--- src/rtl/store_queue.sv ---
// ============================================================================
// Module   : store_queue
// Brief    : In-order committed-store buffer between commit and data memory,
//            with word-granular load-conflict detection.
// Revision : 1.0
// ============================================================================
`default_nettype none

package store_queue_pkg;
  typedef struct packed {
    logic [31:0] addr;
    logic [31:0] wrdata;
    logic [3:0]  byteenable;
    logic        uncached;
    logic        write;
  } data_memreq_t;
endpackage

module store_queue
  import store_queue_pkg::*;
#(
  parameter int DEPTH = 8
) (
  input  logic                     clk,
  input  logic                     rst,
  input  logic                     push,
  input  data_memreq_t             memreq,
  output logic                     full,
  output logic                     empty,
  output logic [$clog2(DEPTH):0]   count,
  output data_memreq_t             store_req,
  output logic                     store_valid,
  input  logic                     store_ack,
  input  logic [31:0]              load_addr,
  output logic                     load_conflict
);

  localparam int                c_PTR_W      = $clog2(DEPTH);
  localparam logic [c_PTR_W:0]  c_FULL_COUNT = (c_PTR_W + 1)'(DEPTH);

  data_memreq_t         r_mem [DEPTH];
  logic [c_PTR_W-1:0]   r_head;
  logic [c_PTR_W-1:0]   r_tail;
  logic [c_PTR_W:0]     r_count;

  logic                 w_full;
  logic                 w_empty;
  logic                 w_push_ok;
  logic                 w_pop;
  logic                 w_conflict;
  logic [c_PTR_W-1:0]   w_off;
  logic                 w_unused_load_lsb;

  assign w_full    = (r_count == c_FULL_COUNT);
  assign w_empty   = (r_count == '0);
  assign w_push_ok = push & ~w_full;
  assign w_pop     = store_ack & ~w_empty;

  // Byte offset within the word never participates in conflict detection.
  assign w_unused_load_lsb = &{1'b0, load_addr[1:0]};

  always_ff @(posedge clk) begin
    if (rst) begin
      r_head  <= '0;
      r_tail  <= '0;
      r_count <= '0;
    end else begin
      if (w_push_ok) begin
        r_tail <= r_tail + 1'b1;
      end
      if (w_pop) begin
        r_head <= r_head + 1'b1;
      end
      case ({w_push_ok, w_pop})
        2'b10:   r_count <= r_count + 1'b1;
        2'b01:   r_count <= r_count - 1'b1;
        default: r_count <= r_count;
      endcase
    end
  end

  // Payload storage carries no reset; occupancy alone decides validity.
  always_ff @(posedge clk) begin
    if (!rst && w_push_ok) begin
      r_mem[r_tail] <= memreq;
    end
  end

  always_comb begin
    w_off      = '0;
    w_conflict = w_push_ok && (memreq.addr[31:2] == load_addr[31:2]);
    for (int i = 0; i < DEPTH; i++) begin
      // Slot i is occupied when its distance from head is below occupancy.
      w_off = c_PTR_W'(i) - r_head;
      if (({1'b0, w_off} < r_count) &&
          (r_mem[c_PTR_W'(i)].addr[31:2] == load_addr[31:2])) begin
        w_conflict = 1'b1;
      end
    end
  end

  assign full          = w_full;
  assign empty         = w_empty;
  assign count         = r_count;
  assign store_valid   = ~w_empty;
  assign store_req     = w_empty ? '0 : r_mem[r_head];
  assign load_conflict = w_conflict;

endmodule

`default_nettype wire

--- config.mk ---
export PLATFORM = sky130hd
export DESIGN_NAME = store_queue
export DESIGN_NICKNAME = d
export VERILOG_FILES = /design/src/rtl/store_queue.sv
export SDC_FILE = /design/constraint.sdc
export NUM_CORES = 1
export LEC_CHECK = 0
export BUFFER_PORTS_ARGS = -buffer_cell sky130_fd_sc_hd__buf_2
export CORE_MARGIN = 2
export CORE_UTILIZATION = 40
export DETAILED_ROUTE_END_ITERATION = 6
export SYNTH_ARGS = -nofsm -noshare
export SYNTH_HDL_FRONTEND = slang
export SYNTH_SLANG_ARGS = --single-unit
--- constraint.sdc ---
create_clock -name clk -period 25.7 [get_ports clk]
set_input_delay 5.14 -clock clk [delete_from_list [all_inputs] [get_ports clk]]
set_output_delay 5.14 -clock clk [all_outputs]
set_load 0.1 [all_outputs]
# After elaboration in Yosys (flattened, before gate mapping)
# Memories as Yosys holds them, arrays and structs flattened. A register that Yosys moved wholly into a read port is not among the register bits.
# Cells that the tools add are included.
dict set report classes {
  add_sub_neg 12
  order_cmp 8
  n_eq_ne 12
  muxes 14
  bitwise 4
  n_reduce_logical 13
}
# op n
set op_table {}
lappend op_table {{30-bit equality test} 9}
lappend op_table {{70-bit 2-to-1 mux} 1}
lappend op_table {{3-bit by 4-bit < comparator with 1-bit output} 8}
lappend op_table {{3-bit subtractor, first input constant} 4}
lappend op_table {{1-bit logical AND} 10}
lappend op_table {{1-bit 2-to-1 mux} 10}
lappend op_table {{4-bit case mux with 2 select lines} 1}
lappend op_table {{3-bit by 1-bit adder with 3-bit output, second input constant} 2}
lappend op_table {{3-bit 2-to-1 mux} 2}
lappend op_table {{1-bit by 3-bit subtractor with 3-bit output, first input constant} 2}
lappend op_table {{2-bit by 3-bit subtractor with 3-bit output, first input constant} 2}
lappend op_table {{4-bit by 1-bit adder with 4-bit output, second input constant} 1}
lappend op_table {{4-bit equality test, second input constant} 1}
lappend op_table {{4-bit zero test} 1}
lappend op_table {{4-bit by 1-bit subtractor with 4-bit output, second input constant} 1}
lappend op_table {{1-bit bitwise AND} 2}
lappend op_table {{2-bit by 1-bit equality test with 1-bit output, second input constant} 1}
lappend op_table {{2-bit equality test, second input constant} 1}
lappend op_table {{1-bit inverter} 2}
lappend op_table {{2-bit nonzero test} 1}
lappend op_table {{1-bit zero test} 1}
dict set report word_totals {
  reg_bits 10
  mem_bits_rw 560
  in_bits 106
  out_inout_bits 78
  wordCells 67
  mem_count 1
}
# name words width rd rd_clocked_by_memory_dff wr line
set mem_list {}
lappend mem_list {r_mem 8 70 9 1 1 41} ;# data_memreq_t r_mem [DEPTH];

# Logic depth before layout (Yosys ltp)
dict set report logic_depth {
  depth_word 12
  ltp_mapped 12
  mapped_depth_nobuf 11
}

# Least setup slack after synthesis
# No wires, ideal clock.
dict set report synth_timing {
  path_kind {input-to-reg}
  startpoint {in push}
  endpoint {mem r_mem[0][0] (netlist bit), enable pin}
  setup_ns 0.671
  arrival_time_ns 12.071
  required_time_ns 25.029
  path_slack_ns 12.958
  cell_stages 3
  path_buffers 0
  cell_sequence {and2_1 > nand2b_1 > nor4_1}
}
dict set report synth_between {
  elab_chain_cells 4
}
# element line
set synth_lines {}
lappend synth_lines {{start, declared} 26} ;# input logic push,
lappend synth_lines {{1-bit bitwise AND} 56} ;# assign w_push_ok = push & ~w_full;
lappend synth_lines {{1-bit logical AND} 84} ;# if (!rst && w_push_ok) begin
lappend synth_lines {{1-bit 2-to-1 mux} 84}
lappend synth_lines {{1-bit 2-to-1 mux (implied by the code)} 85} ;# r_mem[r_tail] <= memreq;
lappend synth_lines {{end, declared} 41}
# No other way between the ends.

# Final worst setup path
dict set report layout_timing {
  startpoint {in load_addr[14]}
  endpoint {out load_conflict}
}
dict set report layout_between {
  elab_chain_cells 10
  word_cells_on_any_way 26
  cone_classes {9 x eq/ne; 8 x mux; 9 x reduce/logical}
}
# element line
set layout_lines {}
lappend layout_lines {{start, declared} 34} ;# input logic [31:0] load_addr,
lappend layout_lines {{30-bit equality test (on tied branches)} {91, 96}}
lappend layout_lines {{1-bit logical AND (on tied branches)} {91, 95}}
lappend layout_lines {{1-bit 2-to-1 mux (7 in a row)} 95} ;# if (({1'b0, w_off} < r_count) &&
lappend layout_lines {{1-bit 2-to-1 mux (*)} 95}
lappend layout_lines {{end, declared} 35} ;# output logic load_conflict
# Every way passes the cells marked *; elsewhere a longest branch is shown, timed or not.

==> results.txt <==
Global routing consumed, over all layers together, 20.6% of the routing resources. The later pin in the worst-skew pair is clocked with a latency of 0.61 ns. The CTS root buffer is sky130_fd_sc_hd__clkbuf_16. Once layout is complete, the utilization of the core stands at 46.1%. The final hold violation count was 0; the cell leakage power was 9.26 nW.

The tools report the launch point of the worst reg-to-reg path as count[3]. For the via count of the first global-routing pass, the log shows 13900. The setup slack after layout is 12.81 ns, and the CTS clock-pin slew for the worst setup and hold paths is 0.06 ns. Along the worst path, the maximum fanout reaches 9.

The multi-input combinational cells in the finished layout cover a total of 7810 µm². The floorplan has 92 rows. Setup repair after global routing left no endpoint under its margin. The fraction of post-synthesis cell area in the top cell type by area is 66.3%. No sink is reached through more buffers than the 3 on the longest clock path. The run gives 0 as the number of pins exceeding their max-slew limit in the final report. The number of optimization iterations in the first detailed-route pass came out at 5. In this run the critical register-to-register path is captured at count[3]. For this run the aggregate overflow at the end of global routing stands at 0. The final critical path takes up 50.1% of the cycle. The tools report the worst clock skew as 0.0235 ns. TritonCTS built the clock tree. Synthesis handed over a netlist of 1411 instances. The logs give 59 for the total CTS buffers and 98400 µm for the wire length of the first global-routing pass. For the number of nets at the end of the flow, the log shows 1719. By area the synthesized netlist is led by sky130_fd_sc_hd__edfxtp_1 (66%), sky130_fd_sc_hd__mux4_2 (12%), sky130_fd_sc_hd__xor2_1 (5.7%). The min-delay analysis places its worst path in the category flop to flop.

Summed negative setup slack over all endpoints: 0 ns. The max-capacitance violation count was 0. The share of total power dissipated in sequential elements is 37.4%. The slew at the pin with the worst max-slew slack came out at 1.11 ns. The run gives 0 as the final antenna-violating net count. The run finished with clean final reports.

The die width is 256 µm, and the part of the total power dissipated in combinational logic is 33.8%. Buffers added to address setup during post-CTS repair amount to 0. The vertical extent of the die is 256 µm, and the post-synthesis to final-layout area growth is 14.3%.

Number of filler cells placed in the layout: 5533. Most area-hungry cell type in the Yosys netlist: sky130_fd_sc_hd__edfxtp_1. Cells with a size suffix above 1 make up 26.7% of the layout.

The routed via count was 13500; the count of buffers inserted at the top-level ports was 181. The clock network fraction of total power was 28.8%. The total nets after synthesis was 1536.

Post-layout instance area: 29000 µm². In the layout the commonest cells are sky130_fd_sc_hd__edfxtp_1 (560), sky130_fd_sc_hd__buf_2 (181), sky130_fd_sc_hd__xor2_1 (165). Entering global routing, the biggest net connects 103 pins.

The worst register-to-register path has a depth of 12. The pre-CTS setup slack came out at 12.82 ns. The number of top-level pins is 184, and the worst slew slack as a fraction of its limit is 26.1%. The HPWL after detailed placement is 43400 µm. In this run the cell area measured after placement is 27100 µm². The average instance area after synthesis was 18.0 µm²; the time the worst path needs with I/O delays and setup was 12.89 ns. For the reg-to-reg setup timing slack, the log shows 22.23 ns. Tracing the worst setup path back leads to its startpoint at load_addr[14]. Static timing analysis puts the maximum clock frequency at 0.0776 GHz. The count of cells resized by post-cts repair is 0, and the number of DRC violations after detailed routing is 0.

Aggregate routed wire length: 67900 µm. Setup violations remaining at the end of the flow were counted as 0. The tools report the category of the worst setup path capture point as a primary output. The net switching power came out at 0.00115 W. The tools report the hold buffer count at CTS as 0. The last weighted congestion value of the routability-driven placer is 0.911. The capture point of the worst path was load_conflict. The CTS sink count was 573. For this block, the initial DRC count from the detailed router was 1400. The count of H-tree levels built during CTS was 2. The count of state elements after synthesis is 573. The starting density of the core was 40.3%; the wire length per cell was 27.3 µm. After floorplanning, the core was sized to cover 62900 µm². The number of vias per cell after detailed routing came out at 5.41.

The die footprint is 65400 µm², and the internal portion of total power is 0.00174 W. The total power per unit cell area came out at 99.8 nW/µm². Leaving out fill and tap cells, the most frequent cell in the layout is sky130_fd_sc_hd__edfxtp_1. Start-to-end type of the worst setup path: input pin to primary output. Data on the critical path arrives at its endpoint at 7.75 ns.

The net switching share of the total power works out to 39.9%. The tools report the worst supply voltage drop on vdd as 0.0738 mV. The worst setup path is launched from an input pin. The overall power consumption was 0.00289 W; the fraction of the yosys area taken by sequential cells was 67.4%. Data on the critical path is required at its endpoint by 20.56 ns. Yosys printed 0 warnings. The area used by sequential logic in the layout is 17100 µm², and the number of antenna violations at the first check in global routing is 16.

The logs give 25400 µm² for the synthesized cell area and 35 for the number of distinct library cell variants in the gate-level netlist after synthesis.
## cell usage after synthesis
cell type	n
sky130_fd_sc_hd__nor2_1	95
sky130_fd_sc_hd__nand2b_1	2
sky130_fd_sc_hd__nor4_1	45
sky130_fd_sc_hd__dfxtp_1	13
sky130_fd_sc_hd__o21ai_0	4
sky130_fd_sc_hd__mux4_2	140
sky130_fd_sc_hd__a21o_1	5
sky130_fd_sc_hd__buf_2	29
sky130_fd_sc_hd__nor2b_1	1
sky130_fd_sc_hd__xnor2_1	112
sky130_fd_sc_hd__inv_2	1
sky130_fd_sc_hd__clkbuf_2	2
sky130_fd_sc_hd__inv_1	17
sky130_fd_sc_hd__or3_1	1
sky130_fd_sc_hd__nand2_1	12
sky130_fd_sc_hd__clkbuf_1	15
sky130_fd_sc_hd__buf_1	10
sky130_fd_sc_hd__a21oi_1	13
sky130_fd_sc_hd__a2bb2oi_1	1
sky130_fd_sc_hd__o211a_1	1
sky130_fd_sc_hd__xor2_1	165
sky130_fd_sc_hd__a2111oi_2	2
sky130_fd_sc_hd__xor2_2	2
sky130_fd_sc_hd__mux2i_1	71
sky130_fd_sc_hd__buf_4	15
sky130_fd_sc_hd__fa_1	1
sky130_fd_sc_hd__and2_1	1
sky130_fd_sc_hd__o2111ai_1	2
sky130_fd_sc_hd__ha_1	18
sky130_fd_sc_hd__nor3_1	7
sky130_fd_sc_hd__edfxtp_1	560
sky130_fd_sc_hd__nand3_1	2
sky130_fd_sc_hd__buf_6	8
sky130_fd_sc_hd__nand4_1	37
sky130_fd_sc_hd__nand3b_1	1
## worst min path at each step
stage	end	startpoint	slack [ns]	cells after the start
detailed placement	r_tail[0]	r_tail[0]	0.49	2
finish	r_tail[0]	r_tail[0]	0.50	2
CTS	r_tail[0]	r_tail[0]	0.50	2
floorplan	r_tail[0]	r_tail[0]	0.46	2
global route	r_tail[0]	r_tail[0]	0.54	2
global placement	r_tail[0]	r_tail[0]	0.47	2
## registers in the layout, indices dropped and copies added (netlist names), named ones only
| signal | cells |
|---|---|
| count | 4 |
| r_tail | 3 |
| r_head | 3 |
| r_mem | 560 |
## cells by family (layout without fill, tap and decap cells)
group / count (synthesis) / after routing / synth area share (%)
adders and majority gates: 19 / 19 / 0.967
muxes: 211 / 211 / 15.2
buffers and inverters: 97 / 329 / 2.05
and+or+nand+nor: 204 / 204 / 3.94
other: 0 / 1 / 0
DFF: 573 / 573 / 67.4
xor gates and xnor gates: 279 / 279 / 9.70
AOI/OAI and AO/OA: 28 / 28 / 0.745
## per-layer routing
metal	part of all wire, %	wire length (µm)	GRT usage, %
met2	48	32800	33.8
met5	0.17	112	0
met3	7.1	4840	5.04
met1	42	28700	28.0
met4	2.1	1430	4.66
## power by group through the flow
stage / Combinational [W] / Clock [W] / Sequential [W]
6_report: 0.000978 / 0.000831 / 0.00108
3_3_place_gp: 0.000985 / 0 / 0.00110
3_5_place_dp: 0.000990 / 0 / 0.00110
4_1_cts: 0.000993 / 0.000848 / 0.00108
5_1_grt: 0.00102 / 0.000885 / 0.00108
2_1_floorplan: 0.000788 / 0 / 0.00110
## cell type report
cell class,instances,share of cell area (%)
antenna,1,0.00864
clock buffer,75,5.38
clock inverter,35,1.08
inverter,18,0.238
multi-input combinational,741,27.0
sequential,573,59.0
tap,846,3.65
timing repair buffer,201,3.69
## critical path, cell delays in order
cell and delay, ns:
sky130_fd_sc_hd__buf_2 0.24, sky130_fd_sc_hd__xor2_1 0.18, sky130_fd_sc_hd__nor4_1 0.56, sky130_fd_sc_hd__nand4_1 0.17, sky130_fd_sc_hd__nor4_1 0.60, sky130_fd_sc_hd__o21ai_0 0.21
sky130_fd_sc_hd__nand4_1 0.19, sky130_fd_sc_hd__buf_2 0.46
## stage by stage
step	hold slack, ns	cells
4_1_cts	0.499	2489
2_1_floorplan	0.462	1411
6_report	0.496	2490
3_5_place_dp	0.491	2379
3_3_place_gp	0.473	2379
5_1_grt	0.538	2490
Power figures use the tool's default switching activity.
